[src/rtl/dram_slot_arbiter_if.sv]
// Signal bundle between the clock/video generator side and the DRAM slot arbiter.
// The generator (or a bench) drives through master; the arbiter uses slave.
`default_nettype none

interface dram_slot_arbiter_if;
  logic        PHI0;
  logic        RASn;
  logic        CASn;
  logic        AX;
  logic [5:0]  HCOL;
  logic [4:0]  SROW;
  logic [2:0]  LROW;
  logic        TEXT_MODE;
  logic        HIRES;
  logic        MIXED;
  logic        PAGE2;
  logic [15:0] CPU_A;
  logic        CPU_RW;
  logic [6:0]  MA;
  logic        MRASn;
  logic [2:0]  MCASn;
  logic        MWEn;
  logic        VID_LATCH;
  logic        CPU_LATCH;
  logic        SLOT_CPU;
  logic        CPU_RAM_HIT;
  logic [15:0] VID_ADDR;
  logic        PROTO_ERR;

  modport master (
    output PHI0, RASn, CASn, AX, HCOL, SROW, LROW, TEXT_MODE, HIRES, MIXED, PAGE2,
           CPU_A, CPU_RW,
    input  MA, MRASn, MCASn, MWEn, VID_LATCH, CPU_LATCH, SLOT_CPU, CPU_RAM_HIT,
           VID_ADDR, PROTO_ERR
  );

  modport slave (
    input  PHI0, RASn, CASn, AX, HCOL, SROW, LROW, TEXT_MODE, HIRES, MIXED, PAGE2,
           CPU_A, CPU_RW,
    output MA, MRASn, MCASn, MWEn, VID_LATCH, CPU_LATCH, SLOT_CPU, CPU_RAM_HIT,
           VID_ADDR, PROTO_ERR
  );
endinterface

`default_nettype wire

[src/rtl/dram_slot_arbiter.sv]
// DRAM slot arbiter: splits each 14M memory cycle between the 6502 and the video
// scanner, builds the scan address and drives the multiplexed DRAM bus.
`default_nettype none

module dram_slot_arbiter #(
  parameter int          RAM_BANKS  = 3,
  parameter logic [15:0] TEXT_BASE  = 16'h0400,
  parameter logic [15:0] HIRES_BASE = 16'h2000
) (
  input logic           CLK_14o3M,
  input logic           RESET,
  dram_slot_arbiter_if.slave bus
);

  localparam logic [16:0] RAM_TOP = 17'(RAM_BANKS * 16384);

  typedef enum logic [1:0] {IDLE, ROW, COL, DONE} state_t;

  state_t      state, state_nx;
  logic        ras_q, cas_q;
  logic        ras_fall, ras_rise, cas_fall, cas_rise;
  logic        set_err, fire, start, active, hit, write_cyc;
  logic [1:0]  bank;
  logic [15:0] vid_off, vid_next, addr_cur, text_base, hires_base;
  logic        force_text, hires_sel;

  logic [15:0] lat_cpu_a;
  logic        lat_rw;
  logic        slot_cpu, ram_hit, proto_err;
  logic [15:0] vid_addr;
  logic [6:0]  ma;
  logic        mras_n, mwe_n, vid_latch, cpu_latch;
  logic [2:0]  mcas_n;

  assign ras_fall = ras_q & ~bus.RASn;
  assign ras_rise = ~ras_q & bus.RASn;
  assign cas_fall = cas_q & ~bus.CASn;
  assign cas_rise = ~cas_q & bus.CASn;

  always_comb begin
    state_nx = state;
    set_err  = 1'b0;
    fire     = 1'b0;
    unique case (state)
      IDLE: begin
        if (cas_fall) set_err = 1'b1;
        if (ras_fall) state_nx = ROW;
      end
      ROW: begin
        if (ras_rise) begin
          state_nx = IDLE;
          set_err  = 1'b1;
        end else if (cas_fall) begin
          state_nx = COL;
        end
      end
      COL: begin
        if (cas_rise) begin
          fire     = 1'b1;
          state_nx = ras_rise ? IDLE : DONE;
        end else if (ras_rise) begin
          state_nx = IDLE;
          set_err  = 1'b1;
        end
      end
      DONE: begin
        if (ras_rise) state_nx = IDLE;
      end
      default: state_nx = IDLE;
    endcase
  end

  // Video scan address: 8 interleaved row groups of 128 bytes, 3 thirds of 40 bytes.
  always_comb begin
    vid_off    = {6'd0, bus.SROW[2:0], 7'd0} + (16'(bus.SROW[4:3]) * 16'd40)
               + {10'd0, bus.HCOL};
    text_base  = bus.PAGE2 ? {TEXT_BASE[14:0], 1'b0} : TEXT_BASE;
    hires_base = bus.PAGE2 ? {HIRES_BASE[14:0], 1'b0} : HIRES_BASE;
    force_text = bus.MIXED & (bus.SROW >= 5'd20);
    hires_sel  = ~bus.TEXT_MODE & bus.HIRES & ~force_text;
    vid_next   = hires_sel ? (hires_base + {3'd0, bus.LROW, 10'd0} + vid_off)
                           : (text_base + vid_off);
  end

  assign start     = (state == IDLE) & ras_fall;
  assign active    = (state != IDLE);
  assign hit       = slot_cpu ? ram_hit : 1'b1;
  assign bank      = slot_cpu ? lat_cpu_a[15:14] : vid_addr[15:14];
  assign addr_cur  = start ? (bus.PHI0 ? bus.CPU_A : vid_next)
                           : (slot_cpu ? lat_cpu_a : vid_addr);
  assign write_cyc = slot_cpu & ~lat_rw & ram_hit & ~ras_rise &
                     (((state == ROW) & cas_fall) | (state == COL) | (state == DONE));

  always_ff @(posedge CLK_14o3M or posedge RESET) begin
    if (RESET) begin
      // Edge history resets "low" so strobes held low through reset are not seen as falls.
      ras_q     <= 1'b0;
      cas_q     <= 1'b0;
      state     <= IDLE;
      lat_cpu_a <= 16'd0;
      lat_rw    <= 1'b1;
      slot_cpu  <= 1'b0;
      ram_hit   <= 1'b0;
      vid_addr  <= 16'd0;
      proto_err <= 1'b0;
      ma        <= 7'd0;
      mras_n    <= 1'b1;
      mcas_n    <= 3'b111;
      mwe_n     <= 1'b1;
      vid_latch <= 1'b0;
      cpu_latch <= 1'b0;
    end else begin
      ras_q <= bus.RASn;
      cas_q <= bus.CASn;
      state <= state_nx;
      if (set_err) proto_err <= 1'b1;
      if (start) begin
        slot_cpu <= bus.PHI0;
        if (bus.PHI0) begin
          lat_cpu_a <= bus.CPU_A;
          lat_rw    <= bus.CPU_RW;
          ram_hit   <= ({1'b0, bus.CPU_A} < RAM_TOP);
        end else begin
          vid_addr <= vid_next;
        end
      end
      ma     <= bus.AX ? addr_cur[6:0] : addr_cur[13:7];
      mras_n <= bus.RASn | ~(start | active);
      for (int i = 0; i < 3; i++)
        mcas_n[i] <= ~(active & hit & (bank == 2'(i)) & ~bus.CASn);
      mwe_n     <= ~write_cyc;
      vid_latch <= fire & ~slot_cpu;
      cpu_latch <= fire & slot_cpu & lat_rw & ram_hit;
    end
  end

  assign bus.MA          = ma;
  assign bus.MRASn       = mras_n;
  assign bus.MCASn       = mcas_n;
  assign bus.MWEn        = mwe_n;
  assign bus.VID_LATCH   = vid_latch;
  assign bus.CPU_LATCH   = cpu_latch;
  assign bus.SLOT_CPU    = slot_cpu;
  assign bus.CPU_RAM_HIT = ram_hit;
  assign bus.VID_ADDR    = vid_addr;
  assign bus.PROTO_ERR   = proto_err;

endmodule

`default_nettype wire

[src/flat_wrapper.sv]
// flat-port wrapper written by rule: the top's interface ports become plain ports
module dram_slot_arbiter_flat 
#(
  parameter int          RAM_BANKS  = 3,
  parameter logic [15:0] TEXT_BASE  = 16'h0400,
  parameter logic [15:0] HIRES_BASE = 16'h2000
)
  (CLK_14o3M, RESET, bus_PHI0, bus_RASn, bus_CASn, bus_AX, bus_HCOL, bus_SROW, bus_LROW, bus_TEXT_MODE, bus_HIRES, bus_MIXED, bus_PAGE2, bus_CPU_A, bus_CPU_RW, bus_MA, bus_MRASn, bus_MCASn, bus_MWEn, bus_VID_LATCH, bus_CPU_LATCH, bus_SLOT_CPU, bus_CPU_RAM_HIT, bus_VID_ADDR, bus_PROTO_ERR);
  dram_slot_arbiter_if bus_i ();
  input logic CLK_14o3M;
  input logic RESET;
  input wire logic [$bits(bus_i.PHI0)-1:0] bus_PHI0;
  input wire logic [$bits(bus_i.RASn)-1:0] bus_RASn;
  input wire logic [$bits(bus_i.CASn)-1:0] bus_CASn;
  input wire logic [$bits(bus_i.AX)-1:0] bus_AX;
  input wire logic [$bits(bus_i.HCOL)-1:0] bus_HCOL;
  input wire logic [$bits(bus_i.SROW)-1:0] bus_SROW;
  input wire logic [$bits(bus_i.LROW)-1:0] bus_LROW;
  input wire logic [$bits(bus_i.TEXT_MODE)-1:0] bus_TEXT_MODE;
  input wire logic [$bits(bus_i.HIRES)-1:0] bus_HIRES;
  input wire logic [$bits(bus_i.MIXED)-1:0] bus_MIXED;
  input wire logic [$bits(bus_i.PAGE2)-1:0] bus_PAGE2;
  input wire logic [$bits(bus_i.CPU_A)-1:0] bus_CPU_A;
  input wire logic [$bits(bus_i.CPU_RW)-1:0] bus_CPU_RW;
  output wire logic [$bits(bus_i.MA)-1:0] bus_MA;
  output wire logic [$bits(bus_i.MRASn)-1:0] bus_MRASn;
  output wire logic [$bits(bus_i.MCASn)-1:0] bus_MCASn;
  output wire logic [$bits(bus_i.MWEn)-1:0] bus_MWEn;
  output wire logic [$bits(bus_i.VID_LATCH)-1:0] bus_VID_LATCH;
  output wire logic [$bits(bus_i.CPU_LATCH)-1:0] bus_CPU_LATCH;
  output wire logic [$bits(bus_i.SLOT_CPU)-1:0] bus_SLOT_CPU;
  output wire logic [$bits(bus_i.CPU_RAM_HIT)-1:0] bus_CPU_RAM_HIT;
  output wire logic [$bits(bus_i.VID_ADDR)-1:0] bus_VID_ADDR;
  output wire logic [$bits(bus_i.PROTO_ERR)-1:0] bus_PROTO_ERR;
  assign bus_i.PHI0 = bus_PHI0;
  assign bus_i.RASn = bus_RASn;
  assign bus_i.CASn = bus_CASn;
  assign bus_i.AX = bus_AX;
  assign bus_i.HCOL = bus_HCOL;
  assign bus_i.SROW = bus_SROW;
  assign bus_i.LROW = bus_LROW;
  assign bus_i.TEXT_MODE = bus_TEXT_MODE;
  assign bus_i.HIRES = bus_HIRES;
  assign bus_i.MIXED = bus_MIXED;
  assign bus_i.PAGE2 = bus_PAGE2;
  assign bus_i.CPU_A = bus_CPU_A;
  assign bus_i.CPU_RW = bus_CPU_RW;
  assign bus_MA = bus_i.MA;
  assign bus_MRASn = bus_i.MRASn;
  assign bus_MCASn = bus_i.MCASn;
  assign bus_MWEn = bus_i.MWEn;
  assign bus_VID_LATCH = bus_i.VID_LATCH;
  assign bus_CPU_LATCH = bus_i.CPU_LATCH;
  assign bus_SLOT_CPU = bus_i.SLOT_CPU;
  assign bus_CPU_RAM_HIT = bus_i.CPU_RAM_HIT;
  assign bus_VID_ADDR = bus_i.VID_ADDR;
  assign bus_PROTO_ERR = bus_i.PROTO_ERR;
  dram_slot_arbiter #(.RAM_BANKS(RAM_BANKS), .TEXT_BASE(TEXT_BASE), .HIRES_BASE(HIRES_BASE)) u_core (.CLK_14o3M(CLK_14o3M), .RESET(RESET), .bus(bus_i));
endmodule
[config.mk]
export PLATFORM = sky130hd
export DESIGN_NAME = dram_slot_arbiter_flat
export DESIGN_NICKNAME = d
export VERILOG_FILES = /design/src/rtl/dram_slot_arbiter_if.sv /design/src/rtl/dram_slot_arbiter.sv /design/src/flat_wrapper.sv
export SDC_FILE = /design/constraint.sdc
export NUM_CORES = 1
export LEC_CHECK = 0
export CAP_MARGIN = 10
export CORE_UTILIZATION = 44
export CTS_CLUSTER_DIAMETER = 50
export DETAILED_ROUTE_END_ITERATION = 10
export PLACE_DENSITY = 0.76
export SYNTH_ARGS = -nofsm -noshare
export SYNTH_HDL_FRONTEND = slang
export SYNTH_SLANG_ARGS = --single-unit
[constraint.sdc]
create_clock -name CLK_14o3M -period 1.6 [get_ports CLK_14o3M]
set_input_delay 0.32 -clock CLK_14o3M [delete_from_list [all_inputs] [get_ports CLK_14o3M]]
set_output_delay 0.32 -clock CLK_14o3M [all_outputs]
set_load 0.005 [all_outputs]
======== Word level (Yosys, flattened, before mapping) ========
Index checks and enable logic that the tools add are counted.
word-level totals
  latch bits .............................. 0
  ROM bits ................................ 0
  register bits after elaboration ......... 54
  word-level logic and storage cells ...... 101
  memories kept ........................... 0
  memory bits (writable) .................. 0
  output and inout port bits .............. 33
  bits of input ports ..................... 41
cells by class
  bitwise logic cells ..................... 43
  order comparisons ....................... 2
  reduce and logical (&&, ||, !) cells .... 6
  $mul .................................... 1
  mux-type cells .......................... 22
  div/mod/pow operators ................... 0
  equal/unequal tests ..................... 7
  shifts and indexed selects .............. 0
  $add $sub $neg .......................... 5
operators with widths
  cell                                                                      number
  14-bit 2-to-1 mux                                                         3
  16-bit adder                                                              2
  1-bit AND                                                                 24
  16-bit by 13-bit adder with 16-bit output                                 1
  16-bit by 6-bit adder with 16-bit output                                  1
  16-bit < comparator (second input constant)                               1
  16-bit 2-to-1 mux                                                         1
  15-bit 2-to-1 mux                                                         1
  1-bit NOT                                                                 15
  2-bit 2-to-1 mux                                                          7
  12-bit 2-to-1 mux                                                         1
  10-bit by 8-bit adder with 11-bit output                                  1
  2-bit case mux with 4 select lines                                        1
  7-bit 2-to-1 mux                                                          1
  2-bit equality test (second input constant)                               3
  1-bit 2-to-1 mux                                                          6
  2-bit AND reduction                                                       3
  5-bit >= comparator (second input constant)                               1
  2-bit by 3-bit multiplier with 5-bit output (second input constant)       1
  2-bit by 1-bit equality test with 1-bit output (second input constant)    2
  2-bit logical NOT                                                         2
  1-bit bitwise OR                                                          4
  3-bit by 1-bit inequality test with 1-bit output (second input constant)  1
  1-bit case mux with 3 select lines                                        1
  2 further kinds                                                           2

======== Logic depth before layout (Yosys ltp) ========
Gate-level depths: netlist of the first run.
  depth in word-level cells ............... 8
  depth in mapped cells ................... 10
  gate-level depth less buffers ........... 10

======== Worst setup path after synthesis of the first run ========
OpenSTA, ideal clock, no wires.
  path type ............................... in2reg
  from .................................... input bus_SROW[3]
  to ...................................... register u_core.ma[4] (netlist: u_core.bus.MA[4])
  arrival ................................. 2.034 ns
  buffers on the path ..................... 0
  setup time .............................. 0.141 ns
  path slack .............................. -0.575 ns
  cell stages on the path ................. 8
  required time ........................... 1.459 ns
  cells stage by stage .................... ha_1 > nand3_1 > and2_1 > nor3b_1 > ha_1 > ha_1 > o211ai_1 > a41oi_2
between the ends
  longest elaborated chain between the ends .. 8
  elaborated cells between the ends (all ways) .. 13
  those cells by class .................... add/sub (4); mul (1); order compare (1); mux (4); bitwise (3)
RTL lines
  item                                                                                       line                                              RTL
  start: declaration                                                                         flat_wrapper.sv:17                                input wire logic [$bits(bus_i.SROW)-1:0] bus_SROW;
  2-bit by 3-bit multiplier with 5-bit output / 5-bit >= comparator (equally long branches)  dram_slot_arbiter.sv:75, dram_slot_arbiter.sv:79
  10-bit by 8-bit adder with 11-bit output / 1-bit AND (equally long branches)               dram_slot_arbiter.sv:75, dram_slot_arbiter.sv:79
  16-bit by 6-bit adder with 16-bit output / 1-bit NOT (equally long branches)               dram_slot_arbiter.sv:76, dram_slot_arbiter.sv:80
  16-bit adder, or another cell as far along                                                 dram_slot_arbiter.sv:82                           : (text_base + vid_off);
  16-bit 2-to-1 mux (*)                                                                      dram_slot_arbiter.sv:81                           vid_next = hires_sel ? (hires_base + {3'd0, bus.LROW, 10'd0} + vid_off)
  14-bit 2-to-1 mux (*) (2 in a row)                                                         dram_slot_arbiter.sv:89                           assign addr_cur = start ? (bus.PHI0 ? bus.CPU_A : vid_next)
  7-bit 2-to-1 mux (*)                                                                       dram_slot_arbiter.sv:127                          ma <= bus.AX ? addr_cur[6:0] : addr_cur[13:7];
  end signal: assignment                                                                     dram_slot_arbiter.sv:127
  end: declaration                                                                           dram_slot_arbiter.sv:31                           logic [6:0] ma;
Mark *: on every way between the ends. The rest lies on a longest branch, timed or not.
A chain may end at the register's enable or synchronous reset.

======== Worst setup path after layout of the first run ========
  from .................................... input bus_SROW[3]
  to ...................................... register u_core.ma[5] (netlist: u_core.bus.MA[5])
Same word-level chain as after synthesis.

==> impl_metrics.ini, run 1 <==
[status]
status = finished, violations left
violations = negative setup slack

[clock_network]
cts_max_path_buffers = 2
clkTransAtPathRegs_ns = 0.10
numCtsBuffers = 5
cts_hold_buf = 0
clk_latency_ns = 0.31
tritoncts = done
cts_sinks = 53
cts_root_buf = clkbuf_8
htree_levels = 2

[yosys]
syn_nets = 351
yosys-top-cells-area = dfrtp_1 (41%), nand2_1 (12%), dfstp_2 (5.4%)
synth_top_area_share_pct = 40.6
synthFlopType = dfrtp_1
synthSimpleGateAreaFrac_pct = 22.8
synth.area.mux_share_pct = 7.96
synth_adder_area_share_pct = 3.72
synth_cells = 302
synth-seq-cells = 53
postSynthAreaPerCell_um2 = 9.58
synth_edf_count = 0
ys_seq_area_share_pct = 46.1
yosysTopAreaCell = dfrtp_1
yosys.area_share.xor_xnor_pct = 1.21
synth_area_um2 = 2890
synth_compound_area_share_pct = 12.8
yosysWarnings = 0
netlist-cell-type-count = 53
async_flop_share_pct = 100
synth_top_family_by_area = simple AND/OR/NAND/NOR gates

[global_route]
grt_pass1_wl_mm = 13.5
grt_overflow = 0
grt_pass1_vias = 2787
grt_start_max_net_pins = 20
antenna_found_initial = 0
grt_usage_pct = 24.8

[sta]
layout_setup_ws_ns = -0.189
slew-limit-headroom_pct = 58.4
setup_violations = 29
slew_viol_final = 0
period_share_pct = 112
holdWs_ns = 0.259
max_freq_mhz = 559
finalHoldViolations = 0
period_minus_slack_ns = 1.79
tightest_slew_ns = 0.619
skew_ns = 0.00565
grt_setup_unrepaired = true

[finish]
fin_util_pct = 75.0
final_cell_mix = nand2_1 (66), clkdlybuf4s50_1 (55), buf_4 (48)
drive_above_1_share_pct = 40.2
syn2layout_area_growth_pct = 64.5
layout.nets = 493
antenna_cells = 0
final_common_cell = nand2_1
nFillCells = 403

[detailed_routing]
met1_length_mm = 3.62
drc_errors = 0
highest_layer = met4
finalWirelength_mm = 9.09
drt.antenna.violating_nets = 0
drtIter0Drc = 153
post_drt_wl_per_cell_um = 17.4
dr_wl_met2_mm = 4.67
avgViaCountPerCell = 5.50
detailroute.via_count = 2870
wl_met3_um = 448
first_pass_iters = 4

[worst_setup_path]
start_kind = primary input
r2r_cells = 5
crit_fanout = 3
crit_required_ns = 1.84
arrival_ns = 2.03
crit_path_end_kind = flip-flop
crit_type = primary input to flip-flop

[power_and_ir_drop]
power.density_nw_per_um2 = 1080
ir_worst_vdd_mv = 0.669
leakage_uw = 0.00223

[floorplan]
die_h_um = 83.1
ioPinCount = 74
initial_core_util_pct = 45.6
rows = 29
core_area_um2 = 6350
dieArea_um2 = 6910
chipWidth_um = 83.1

[placed_design]
place.gp.congestion = 0.875
io_buffers = 72
dp_hpwl_mm = 6.02
dp_slack_ns = -0.960

[min_path]
hp-class = primary input to asynchronous set/reset pin

[flow_run]
maxCapViolCount = 0
[metrics by stage]
step                      std cells  total power, µW  setup TNS (ns)  cell area [µm²]
after floorplan                 302             3020           -2.93             2970
after global placement          492             3960          -19.93             4110
after detailed placement        492             4030          -21.31             4110
after CTS                       514             4940           -1.50             4490
after global routing            522             5460           -3.79             4760
final                           522             5160           -2.20             4760
[registers in the layout, indices dropped and copies added, names as in the netlist]
register                cells
u_core.bus.CPU_LATCH        1
u_core.bus.CPU_RAM_HIT      1
u_core.bus.MA               7
u_core.bus.MCASn            3
u_core.bus.MRASn            1
u_core.bus.MWEn             1
u_core.bus.PROTO_ERR        1
u_core.bus.SLOT_CPU         1
u_core.bus.VID_ADDR        15
u_core.bus.VID_LATCH        1
u_core.cas_q                1
u_core.lat_cpu_a           16
u_core.lat_rw               1
u_core.ras_q                1
u_core.state                2
[layout make-up]
type	count	area [µm²]	share of cell area, %
Multi-Input combinational cell	225	1740	36.5
Timing Repair Buffer	150	1470	30.8
Sequential cell	53	1330	28.0
Tap cell	77	96.3	2.02
Clock buffer	6	82.6	1.73
Inverter	9	33.8	0.709
Clock inverter	2	13.8	0.289
[per-layer routing]
metal	track usage, %	vias to the layer above
li1	-	1308
met1	29.3	1411
met2	43.9	120
met3	3.68	31
met4	11.9	0
met5	0	-
[final timing paths]
path | end | start | slack (ns)
max | u_core.bus.MA[5] | bus_SROW[3] | -0.19
min | u_core.bus.CPU_RAM_HIT | RESET | 0.26
max reg2reg | u_core.bus.MA[4] | u_core.state[0] | -0.16
min reg2reg | u_core.lat_rw | u_core.lat_rw | 0.48
max in group asynchronous | u_core.lat_cpu_a[10] | RESET | 0.77
min in group CLK_14o3M | u_core.ras_q | bus_RASn | 0.40
[power breakdown]
part	leakage [µW]	switching [µW]	internal, µW	total [µW]
Combinational	0.00153	979	1290	2270
Sequential	0.000646	309	1770	2080
Clock	0.0000512	458	352	810
[repair_timing]
item,4_1_cts,5_1_grt
cloned,0,2
resized for setup,80,56
setup buffers,19,8
pin swaps,32,39
setup endpoints to repair,46,44
[critical path: stages]
cell     delay, ns
buf_8         0.10
ha_4          0.28
nand3_4       0.06
and2_4        0.17
nor3b_4       0.20
ha_2          0.24
ha_4          0.16
xnor2_2       0.07
nor3_2        0.18
o21ai_2       0.11
a22oi_1       0.14
[cells in the mapped netlist, types with 2 or more instances]
cell,count
nand2_1,96
dfrtp_1,47
a21oi_1,14
mux2i_1,14
o21ai_0,11
inv_1,9
mux2_2,8
ha_1,7
nand3_1,7
nor3_1,7
dfstp_2,6
nor2b_1,5
buf_6,4
clkbuf_1,4
nand2b_1,4
nor2_1,4
xnor2_1,4
a221oi_2,3
a41oi_2,3
nand2_2,3
a22oi_1,2
a31oi_1,2
buf_2,2
buf_4,2
buf_8,2
nand4b_1,2
nor3b_1,2
o211ai_1,2
o21a_1,2
[cells by family (layout without fill, tap and decap cells)]
| logic type | Yosys count | count (layout) |
|---|---|---|
| multiplexers | 22 | 22 |
| AO/OA/AOI/OAI | 50 | 50 |
| other | 1 | 1 |
| buffers and inverters | 24 | 167 |
| flip-flops | 53 | 53 |
| adder cells (fa/ha/maj) | 8 | 8 |
| AND/OR/NAND/NOR | 140 | 140 |
| XOR/XNOR | 4 | 4 |
Note: power is estimated with default switching activity, not from simulation.
==> inputs of run 2 (changes only) <==
- MAX_ROUTING_LAYER: unset -> met4
==> run 2 against run 1 <==
  * The flow still finishes with violations (negative setup slack)
  * Setup slack got worse by 0.0058 ns
  * Clock skew barely moved
  * Worst hold slack improved by 0.0028 ns
  * Die area did not move
  * Via count increased by 0.10%
  * Register-to-register slack is essentially flat
  * Sequential share of layout area is the same
  * Final area is the same
  * Non-clock buffer count did not move
  * Power barely moved
  * Global-route usage increased by 0.74 points
==> impl_metrics.ini, run 2 (synthesis gave the netlist of run 1 again) <==
[status]
status = finished, violations left
violations = negative setup slack

[detailed_routing]
finalWirelength_mm = 9.12
detailroute.via_count = 2873
avgViaCountPerCell = 5.50
drc_errors = 0
post_drt_wl_per_cell_um = 17.5
drt.antenna.violating_nets = 0
drtIter0Drc = 123
first_pass_iters = 4

[floorplan]
die_h_um = 83.1
core_area_um2 = 6350
dieArea_um2 = 6910
chipWidth_um = 83.1
rows = 29
initial_core_util_pct = 45.6
ioPinCount = 74

[finish]
regArea_um2 = 1330
layout.cells.non_filler = 522
multi_input_area_um2 = 1740
syn2layout_area_growth_pct = 64.5
layout.nets = 493
final_common_cell = nand2_1
antenna_cells = 0
fin_util_pct = 75.0
top_register = u_core.lat_cpu_a
nFillCells = 403
largest_reg_flops = 16
drive_above_1_share_pct = 40.2
final_cell_mix = nand2_1 (66), clkdlybuf4s50_1 (55), buf_4 (48)

[sta]
tns_ns = -2.26
max_freq_mhz = 557
period_minus_slack_ns = 1.79
tightest_slew_ns = 0.619
setup_violations = 30
slew_viol_final = 0
layout_setup_ws_ns = -0.195
finalHoldViolations = 0
skew_ns = 0.00596
period_share_pct = 112
slew-limit-headroom_pct = 58.4
grt_setup_unrepaired = true

[global_route]
grt_overflow = 0
grt_pass1_vias = 2789
grt_start_max_net_pins = 20
antenna_found_initial = 0
grt_pass1_wl_mm = 13.5
grt_usage_pct = 25.5

[worst_setup_path]
crit_fanout = 3
rrSetupSlack_ns = -0.16
path_cells = buf_8 -> ha_4 -> nand3_4 -> and2_4 -> nor3b_4 -> ha_2 -> ha_4 -> xnor2_2 -> nor3_2 -> o21ai_2 -> a22oi_1
crit_path_end_kind = flip-flop
max_stage_delay_ns = 0.28
crit_top_cell = ha_4
crit_type = primary input to flip-flop
start_kind = primary input
slowest_stage = ha_4
arrival_ns = 2.03
crit_required_ns = 1.83

[clock_network]
cts_max_path_buffers = 2
cts_root_buf = clkbuf_8
clk_latency_ns = 0.31
htree_levels = 2
numCtsBuffers = 5
cts_sinks = 53
clkTransAtPathRegs_ns = 0.10
cts_hold_buf = 0
tritoncts = done

[power_and_ir_drop]
pwr-share-comb_pct = 44.1
power.total_uw = 5160
ir_worst_vdd_mv = 0.672
leakage_uw = 0.00223
internal_power_uw = 3410
clockPowerShare_pct = 15.6
switchingPower_uw = 1750
pwr-share-seq_pct = 40.3
swShare_pct = 33.9
power.density_nw_per_um2 = 1080

[flow_run]
maxCapViolCount = 0

[placed_design]
io_buffers = 72
dp.cells = 492
place.gp.congestion = 0.889
dp_hpwl_mm = 6.02
dp_slack_ns = -0.960

[min_path]
hp-class = primary input to asynchronous set/reset pin
-- run 2: power groups by stage --
stage / Clock, µW / Combinational (µW) / Sequential [µW]
floorplan: 0 / 1000 / 2020
global placement: 0 / 1900 / 2060
detailed placement: 0 / 1960 / 2070
CTS: 818 / 2090 / 2040
global route: 887 / 2450 / 2120
finish: 807 / 2270 / 2080
-- run 2: cell type report --
class / instances / area share [%]
multi-input combinational: 225 / 36.5
clock inverter: 2 / 0.289
inverter: 9 / 0.709
sequential: 53 / 28.0
timing repair buffer: 150 / 30.8
tap: 77 / 2.02
clock buffer: 6 / 1.73
-- run 2: timing repair --
item / CTS / global route
pin swaps: 32 / 39
endpoints found under the hold margin: 0 / 0
buffers inserted: 19 / 8
endpoints found under the setup margin: 46 / 44
cloned: 0 / 2
resized for setup: 80 / 56
-- run 2: layer usage --
metal  up-vias  share of wire (%)  global-route usage, %
li1       1307                  -                      -
met1      1407                 40                   29.6
met2       132                 52                   43.8
met3        27                5.0                   3.48
met4         0                3.5                   11.9
met5         -                  0                      -
-- run 2: stage by stage --
step	instance area [µm²]	hold slack (ns)
global route	4760	0.273
detailed placement	4110	0.456
floorplan	2970	0.351
CTS	4490	0.267
finish	4760	0.262
global placement	4110	0.453
-- run 2: worst paths after layout --
kind	endpoint	startpoint	depth (start not counted)
setup / recovery	u_core.bus.MA[5]	bus_SROW[3]	11
hold / removal	u_core.bus.CPU_RAM_HIT	RESET	2
setup reg to reg	u_core.bus.MA[4]	u_core.state[0]	5
hold reg to reg	u_core.lat_cpu_a[2]	u_core.lat_cpu_a[2]	2
max in group asynchronous	u_core.lat_cpu_a[10]	RESET	3
min in group CLK_14o3M	u_core.ras_q	bus_RASn	2
-- run 2: critical path, delay by kind of cell --
| kind | cells | cell delay, ns |
|---|---|---|
| adders and majority gates | 3 | 0.69 |
| xor gates and xnor gates | 1 | 0.07 |
| and+or+nand+nor | 4 | 0.61 |
| AOI/OAI and AO/OA | 2 | 0.25 |
| buffers and inverters | 1 | 0.10 |
